File: config.mk
export PLATFORM = sky130hd
export DESIGN_NAME = hazard_ctrl
export DESIGN_NICKNAME = d
export VERILOG_FILES = /design/src/rtl/mips_pkg.sv /design/src/rtl/load_use_detect.sv /design/src/rtl/hazard_ctrl.sv
export SDC_FILE = /design/constraint.sdc
export NUM_CORES = 1
export LEC_CHECK = 0
export ABC_AREA = 1
export CAP_MARGIN = 40
export CORE_ASPECT_RATIO = 0.9
export CORE_MARGIN = 4
export CORE_UTILIZATION = 45
export DETAILED_ROUTE_END_ITERATION = 10
export PLACE_DENSITY = 0.83
export RECOVER_POWER = 100
export SYNTH_ARGS = -nofsm -noshare
export SYNTH_HDL_FRONTEND = slang
export SYNTH_SLANG_ARGS = --single-unit
File: constraint.sdc
create_clock -name clk -period 1.9 [get_ports clk]
set_input_delay 0.38 -clock clk [delete_from_list [all_inputs] [get_ports clk]]
set_output_delay 0.38 -clock clk [all_outputs]
set_load 0.005 [all_outputs]
File: src/rtl/mips_pkg.sv
//==============================================================================
// mips_pkg : shared types and widths for the MIPS pipeline control logic
// Rev 1.0
//==============================================================================
`default_nettype none

package mips_pkg;

    localparam int REG_W        = 5;
    localparam int STALL_CNT_W  = 16;
    localparam int STATE_W      = 2;
    localparam int MULDIV_CNT_W = 8;

    typedef enum logic [STATE_W-1:0] {
        S_INIT   = 2'd0,
        S_RUN    = 2'd1,
        S_FREEZE = 2'd2
    } state_e;

endpackage

`default_nettype wire

File: src/rtl/load_use_detect.sv
//==============================================================================
// load_use_detect : flags an ID instruction that reads the destination of a
//                   load still sitting in EX. Purely combinational.
// Rev 1.0
//==============================================================================
`default_nettype none

module load_use_detect
    import mips_pkg::*;
(
    input  logic             ex_mem_read,
    input  logic [REG_W-1:0] ex_rt,
    input  logic [REG_W-1:0] id_rs,
    input  logic [REG_W-1:0] id_rt,
    input  logic             id_uses_rs,
    input  logic             id_uses_rt,
    output logic             hit
);

    logic w_rs_match;
    logic w_rt_match;

    // $zero never carries a real dependency, so a load into r0 never stalls.
    assign w_rs_match = id_uses_rs && (id_rs == ex_rt);
    assign w_rt_match = id_uses_rt && (id_rt == ex_rt);
    assign hit        = ex_mem_read && (ex_rt != '0) && (w_rs_match || w_rt_match);

endmodule

`default_nettype wire

File: src/rtl/hazard_ctrl.sv
//==============================================================================
// hazard_ctrl : PC / IF-ID / back-end enable sequencing for the 5-stage core.
//               HAZARD_MULDIV_STALL_EN adds the HI/LO read interlock.
// Rev 1.0
//==============================================================================
`default_nettype none

module hazard_ctrl
    import mips_pkg::*;
#(
    parameter int MULDIV_CYCLES = 32
) (
    input  logic                   clk,
    input  logic                   reset,
    input  logic [REG_W-1:0]       id_rs,
    input  logic [REG_W-1:0]       id_rt,
    input  logic                   id_uses_rs,
    input  logic                   id_uses_rt,
    input  logic                   ex_mem_read,
    input  logic [REG_W-1:0]       ex_rt,
    input  logic                   branch_taken_ex,
    input  logic                   jump_id,
    input  logic                   imem_ready,
    input  logic                   dmem_req,
    input  logic                   dmem_ready,
    input  logic                   muldiv_start,
    input  logic                   hilo_read_id,
    output logic                   pc_we,
    output logic                   if_id_we,
    output logic                   if_id_flush,
    output logic                   id_ex_bubble,
    output logic                   back_we,
    output logic [STALL_CNT_W-1:0] stall_cycles
);

    localparam logic [MULDIV_CNT_W-1:0] C_MULDIV_LOAD = MULDIV_CNT_W'(MULDIV_CYCLES);

    state_e                 r_state;
    state_e                 w_state_nxt;
    logic                   w_frozen;
    logic                   w_load_use;
    logic                   w_hilo_hazard;
    logic [STALL_CNT_W-1:0] r_stall_cycles;

    load_use_detect u_load_use_detect (
        .ex_mem_read (ex_mem_read),
        .ex_rt       (ex_rt),
        .id_rs       (id_rs),
        .id_rt       (id_rt),
        .id_uses_rs  (id_uses_rs),
        .id_uses_rt  (id_uses_rt),
        .hit         (w_load_use)
    );

    // S_INIT is treated as a freeze so nothing moves in the first cycle.
    assign w_frozen = (r_state == S_INIT) || (r_state == S_FREEZE) ||
                      ((r_state == S_RUN) && dmem_req && !dmem_ready);

    always_comb begin
        w_state_nxt = r_state;
        case (r_state)
            S_INIT:   w_state_nxt = S_RUN;
            S_RUN:    if (dmem_req && !dmem_ready) w_state_nxt = S_FREEZE;
            S_FREEZE: if (dmem_ready) w_state_nxt = S_RUN;
            default:  w_state_nxt = S_INIT;
        endcase
    end

    always_ff @(posedge clk or negedge reset) begin
        if (!reset) begin
            r_state <= S_INIT;
        end else begin
            r_state <= w_state_nxt;
        end
    end

`ifdef HAZARD_MULDIV_STALL_EN
    logic [MULDIV_CNT_W-1:0] r_muldiv_cnt;

    // A new MULT/DIV restarts the count even if one is already in flight.
    always_ff @(posedge clk or negedge reset) begin
        if (!reset) begin
            r_muldiv_cnt <= '0;
        end else if (!w_frozen) begin
            if (muldiv_start) begin
                r_muldiv_cnt <= C_MULDIV_LOAD;
            end else if (r_muldiv_cnt != '0) begin
                r_muldiv_cnt <= r_muldiv_cnt - MULDIV_CNT_W'(1);
            end
        end
    end

    assign w_hilo_hazard = hilo_read_id && (r_muldiv_cnt != '0);
`else
    logic w_unused_muldiv;

    assign w_hilo_hazard   = 1'b0;
    assign w_unused_muldiv = ^{muldiv_start, hilo_read_id, C_MULDIV_LOAD};
`endif

    always_comb begin
        pc_we        = 1'b1;
        if_id_we     = 1'b1;
        if_id_flush  = 1'b0;
        id_ex_bubble = 1'b0;
        back_we      = 1'b1;
        if (w_frozen) begin
            pc_we    = 1'b0;
            if_id_we = 1'b0;
            back_we  = 1'b0;
        end else if (branch_taken_ex) begin
            if_id_flush  = 1'b1;
            id_ex_bubble = 1'b1;
        end else if (jump_id) begin
            if_id_flush = 1'b1;
        end else if (w_hilo_hazard || w_load_use) begin
            pc_we        = 1'b0;
            if_id_we     = 1'b0;
            id_ex_bubble = 1'b1;
        end else if (!imem_ready) begin
            pc_we       = 1'b0;
            if_id_flush = 1'b1;
        end
    end

    always_ff @(posedge clk or negedge reset) begin
        if (!reset) begin
            r_stall_cycles <= '0;
        end else if (!pc_we && (r_stall_cycles != {STALL_CNT_W{1'b1}})) begin
            r_stall_cycles <= r_stall_cycles + STALL_CNT_W'(1);
        end
    end

    assign stall_cycles = r_stall_cycles;

endmodule

`default_nettype wire
## After elaboration in Yosys (flattened, before gate mapping)

Cells that the tools add are included.

| word-level totals | value |
|---|---|
| bits in registers | 18 |
| output and inout bits | 21 |

| cells by class | value |
|---|---|
| add/subtract/negate cells | 1 |
| eq/ne operators | 7 |
| muxes and demuxes | 22 |
| reductions and logical operators | 16 |

Operator list:

| operator | number |
|---|---|
| 1-bit two-way mux | 19 |
| 16-bit by 1-bit adder with 16-bit output, second input constant | 1 |
| 16-bit inequality test, second input constant | 1 |
| 5-bit == test | 2 |
| 1-bit logical AND | 8 |
| 2-bit one-hot mux with 3 select lines | 1 |
| 5-bit nonzero test | 1 |
| 2-bit two-way mux | 2 |
| 1-bit logical OR | 3 |
| 2-bit by 1-bit == test with 1-bit output, second input constant | 1 |
| 2-bit == test, second input constant | 1 |
| 1-bit zero test | 2 |
| 2-bit zero test | 1 |
| 2-bit by 1-bit inequality test with 1-bit output, second input constant | 1 |
| 2-bit inequality test, second input constant | 1 |
| 2-bit AND reduction | 1 |

## Depth between registers and ports, before layout

| depth | value |
|---|---|
| word-level depth | 10 |
| depth in mapped cells | 14 |
| gate-level depth less buffers | 13 |

## By module

A second synthesis with hierarchy kept.

| unflattened totals | value |
|---|---|
| cells, all modules | 234 |
| area, all modules | 1446.4 um^2 |

By module, submodules not included:

| module | times used | cells each | area an instance (um^2) | sequential area each (um^2) |
|---|---|---|---|---|
| hazard_ctrl | 1 | 179 | 1229.9 | 450.4 |
| load_use_detect | 1 | 55 | 216.5 | 0.0 |

## Worst setup path before layout

OpenSTA, ideal clock, no wires.

| timing path | value |
|---|---|
| path type | input to output |
| start | in ex_rt[3] |
| end | out pc_we |
| data arrival time | 1234 ps |
| setup slack | 286 ps |
| stages | 11 |
| path buffers | 2 |
| cell sequence | inv_2 > nand4_1 > o21ai_0 > inv_1 > nand2_1 > nand2_1 > nand2_1 > nand2_2 > buf_6 > buf_6 > inv_1 |

| on the way | value |
|---|---|
| longest elaborated chain between the ends | 8 |

Ends and longest elaborated chain:

| item | line | source |
|---|---|---|
| start, declared | hazard_ctrl.sv:20 | `input logic [REG_W-1:0] ex_rt,` |
| 5-bit == test, on equally long branches | load_use_detect.sv:24, load_use_detect.sv:25 |  |
| 1-bit logical AND, on equally long branches | load_use_detect.sv:24, load_use_detect.sv:25 |  |
| 1-bit logical OR | load_use_detect.sv:26 | `assign hit = ex_mem_read && (ex_rt != '0) && (w_rs_match \|\| w_rt_match);` |
| 1-bit logical AND * | load_use_detect.sv:26 |  |
| 1-bit two-way mux * | hazard_ctrl.sv:116 | `end else if (w_hilo_hazard \|\| w_load_use) begin` |
| 1-bit two-way mux * | hazard_ctrl.sv:114 | `end else if (jump_id) begin` |
| 1-bit two-way mux * | hazard_ctrl.sv:111 | `end else if (branch_taken_ex) begin` |
| 1-bit two-way mux * | hazard_ctrl.sv:107 | `if (w_frozen) begin` |
| end, declared | hazard_ctrl.sv:28 | `output logic pc_we,` |

Every way passes the cells marked *; elsewhere a longest branch is shown, timed or not.

## Worst setup path after layout

| timing path | value |
|---|---|
| start | in id_uses_rt |
| end | out if_id_we |

| on the way | value |
|---|---|
| longest elaborated chain between the ends | 7 |

Ends and longest elaborated chain:

| item | line | source |
|---|---|---|
| start, declared | hazard_ctrl.sv:18 | `input logic id_uses_rt,` |
| 1-bit logical AND | load_use_detect.sv:25 | `assign w_rt_match = id_uses_rt && (id_rt == ex_rt);` |
| 1-bit logical OR | load_use_detect.sv:26 |  |
| 1-bit logical AND | load_use_detect.sv:26 |  |
| 1-bit two-way mux | hazard_ctrl.sv:116 |  |
| 1-bit two-way mux | hazard_ctrl.sv:114 |  |
| 1-bit two-way mux | hazard_ctrl.sv:111 |  |
| 1-bit two-way mux | hazard_ctrl.sv:107 |  |
| end, declared | hazard_ctrl.sv:29 | `output logic if_id_we,` |

No other way between the ends.

==> metrics.yaml <==
status: "finished, final reports clean"
reg2reg_slack_ps: 120
cap_viol_max_count: 0
gr-total-overflow: 0
h-tree-depth: 1
relSlewSlack_pct: 35.66
endpoint_kind: "output port"
r2r-end: "stall_cycles[2]"
coreArea_sq_um: 2815
peakVddDrop_uv: 639.9
crit_type: "input pin to output port"
critPathLaunchType: "input pin"
hold_path_class: "input pin to register"
grt_pass1_wl_um: 5906
holdPathStages: 4
synth_edf_count: 0
worstSkewPairLatency_ps: 300
r2r-start: "stall_cycles[0]"
placementRows: 18
dieArea_sq_um: 3948
grtUsageTotal_pct: 19.46
powerDensity_nw_per_um2: 616.1
tritoncts: "built"
cts-root-buf: "clkbuf_4"
worst-path-buf-inv: 3
synthToLayoutAreaGrowth_pct: 41.35
critPathArrivalTime_ps: 1470
antenna_found_initial: 0
hold_viol_final: 0
crit_family: "simple AND/OR/NAND/NOR gates"
cp_common_cell: "nand2_1"
finalNetCount: 288
hp-start: "dmem_ready"
yosysWarningCount: 0
finalCriticalPeriod_ps: 1850
gp_congestion: 0.8053
firstDrtPassIters: 4
clockBufferDepth: 2
vias: 1423
final_util_pct: 67.91
wl_per_cell_um: 11.24
slowest_stage: "or2_4"
crit_path_max_incr_delay_ps: 240
critPathMaxFanout: 3
rr_worst_depth: 9
period_share_pct: 97.37
worst_hold_path.endpoint: "r_state[1]"
async_flop_share_pct: 100.0
io_buffers: 45
p_total_mw: 1.178
ant_nets: 0
viasPerCell: 4.775
synth_cell_types: 25
diodes: 0
nFillCells: 256
skew_ps: 3.656
grt_max_degree: 20
clk_pin_slew_worst_paths_ps: 100
p_leak_nw: 1.064
initial_utilization_pct: 48.04
max_freq_mhz: 540.5
clock_sinks: 18
syn_area_per_cell_sq_um: 6.630
critPathRequiredTime_ps: 1520
setup_viol: 0
placed_cell_area_sq_um: 1859
rsz0062_at_grt: "yes"
drc: 0
ys.flop_type: "dfrtp_1"
syn_area_sq_um: 1353
final_common_cell: "nand2_1"
die_h_um: 60.01
syn_inst: 204
dp.final_hpwl_um: 2497
dr.first_iter.drc_count: 54
stdcell_area_sq_um: 1912
cts_buffers: 3
holdBufCountCts: 0
layout-drive-gt1-share_pct: 22.09
layout_common_cells: "71 x nand2_1, 25 x inv_1, 22 x nand3_1, 18 x dfrtp_1, 16 x dlygate4sd3_1"
cp_cell_sequence: "dlygate4sd2_1 -> nand2_1 -> nor2_1 -> nand3_1 -> nand2_1 -> nand2_2 -> or2_4 -> o21ai_2 -> inv_1 -> buf_2"
io_pins: 48
ys_ff_latch: 18
drv_slew: 0
dieWidth_um: 65.79
synth_nets: 232
yosysSeqAreaShare_pct: 33.30
worst_slew_pin_slew_ps: 965.2
finalWirelength_um: 3350
fin_tns_setup_ps: 0
first_global_vias: 1336
[metal layers]
metal  share of wire [%]  global-route usage [%]  vias to the layer above
li1                    -                       -                      746
met1                  48                   27.37                      630
met2                  45                   29.86                       40
met3                 5.2                   3.947                        7
met4                 1.6                   6.509                        0
met5                   0                       0                        -
[worst reg2reg max path: stages, from the launching register on]
cell     delay [ps]
dfrtp_1         420
ha_1            210
nand2_1          80
nor2_2          130
nand3_2         120
nor2_2          210
nand4_4         170
buf_4           210
nand3_1          80
nand2_1          60
[kinds of logic (layout without fill, tap and decap cells)]
| group | count (synthesis) | count (layout) | share of synthesized area, % |
|---|---|---|---|
| compound gates | 8 | 8 | 3.608 |
| xor+xnor | 12 | 12 | 7.771 |
| buf+inv | 36 | 90 | 11.75 |
| flops | 18 | 18 | 33.30 |
| fa+ha+maj | 1 | 1 | 0.9249 |
| simple gates | 129 | 129 | 42.65 |
[synthesized netlist by cell type (all sizes together), types with 2 or more instances]
library cell,number,area share [%]
o21ai,2,0.74
a21oi,4,1.5
nand4,5,3.4
nand2,80,23
nor2,16,5.2
xnor2,4,2.6
nand3,23,8.9
buf,4,2.9
nor3,2,0.74
dfrtp,18,33
xor2,8,5.2
inv,32,8.9
[sequential cells by signal, indices dropped and copies added (netlist names)]
register / flops
r_state: 2
stall_cycles: 16
[how the worst max path moves through the flow]
stage	startpoint	endpoint	slack [ps]	cells past startpoint
floorplan	ex_rt[3]	pc_we	290	11
global placement	ex_rt[4]	id_ex_bubble	-800	11
detailed placement	ex_rt[4]	if_id_we	-810	12
CTS	ex_rt[2]	if_id_we	0.8	12
global route	ex_rt[1]	if_id_we	-60	11
finish	id_uses_rt	if_id_we	50	10
[repair_timing]
item                                    CTS  global route
pin swaps                                30            21
endpoints found under the setup margin   19            19
cloned                                    0             0
setup buffers                             5             0
resized for setup                        85            28
[cell type report]
class,instances,area (sq um),share of cell area [%]
inverter,32,125.1,6.545
clock buffer,3,22.52,1.178
sequential,18,450.4,23.56
tap,40,50.05,2.618
timing repair buffer,55,481.7,25.20
multi-input combinational,150,782.0,40.90
[metrics by stage]
stage	setup slack [ps]	cells	hold slack (ps)
6_report	50.01	298	419.6
5_1_grt	-55.22	298	461.4
4_1_cts	0.7685	299	400.0
3_5_place_dp	-814.7	291	484.0
3_3_place_gp	-800.2	291	473.3
2_1_floorplan	285.8	204	84.41
[where the power goes]
part	total [mW]	leakage [nW]	switching (mW)	internal, mW
Combinational	0.471	0.809	0.228	0.243
Clock	0.194	0.0138	0.120	0.0741
Sequential	0.513	0.241	0.0747	0.439
Total	1.18	1.06	0.422	0.756
No activity file was read; power rests on OpenSTA's default activity.
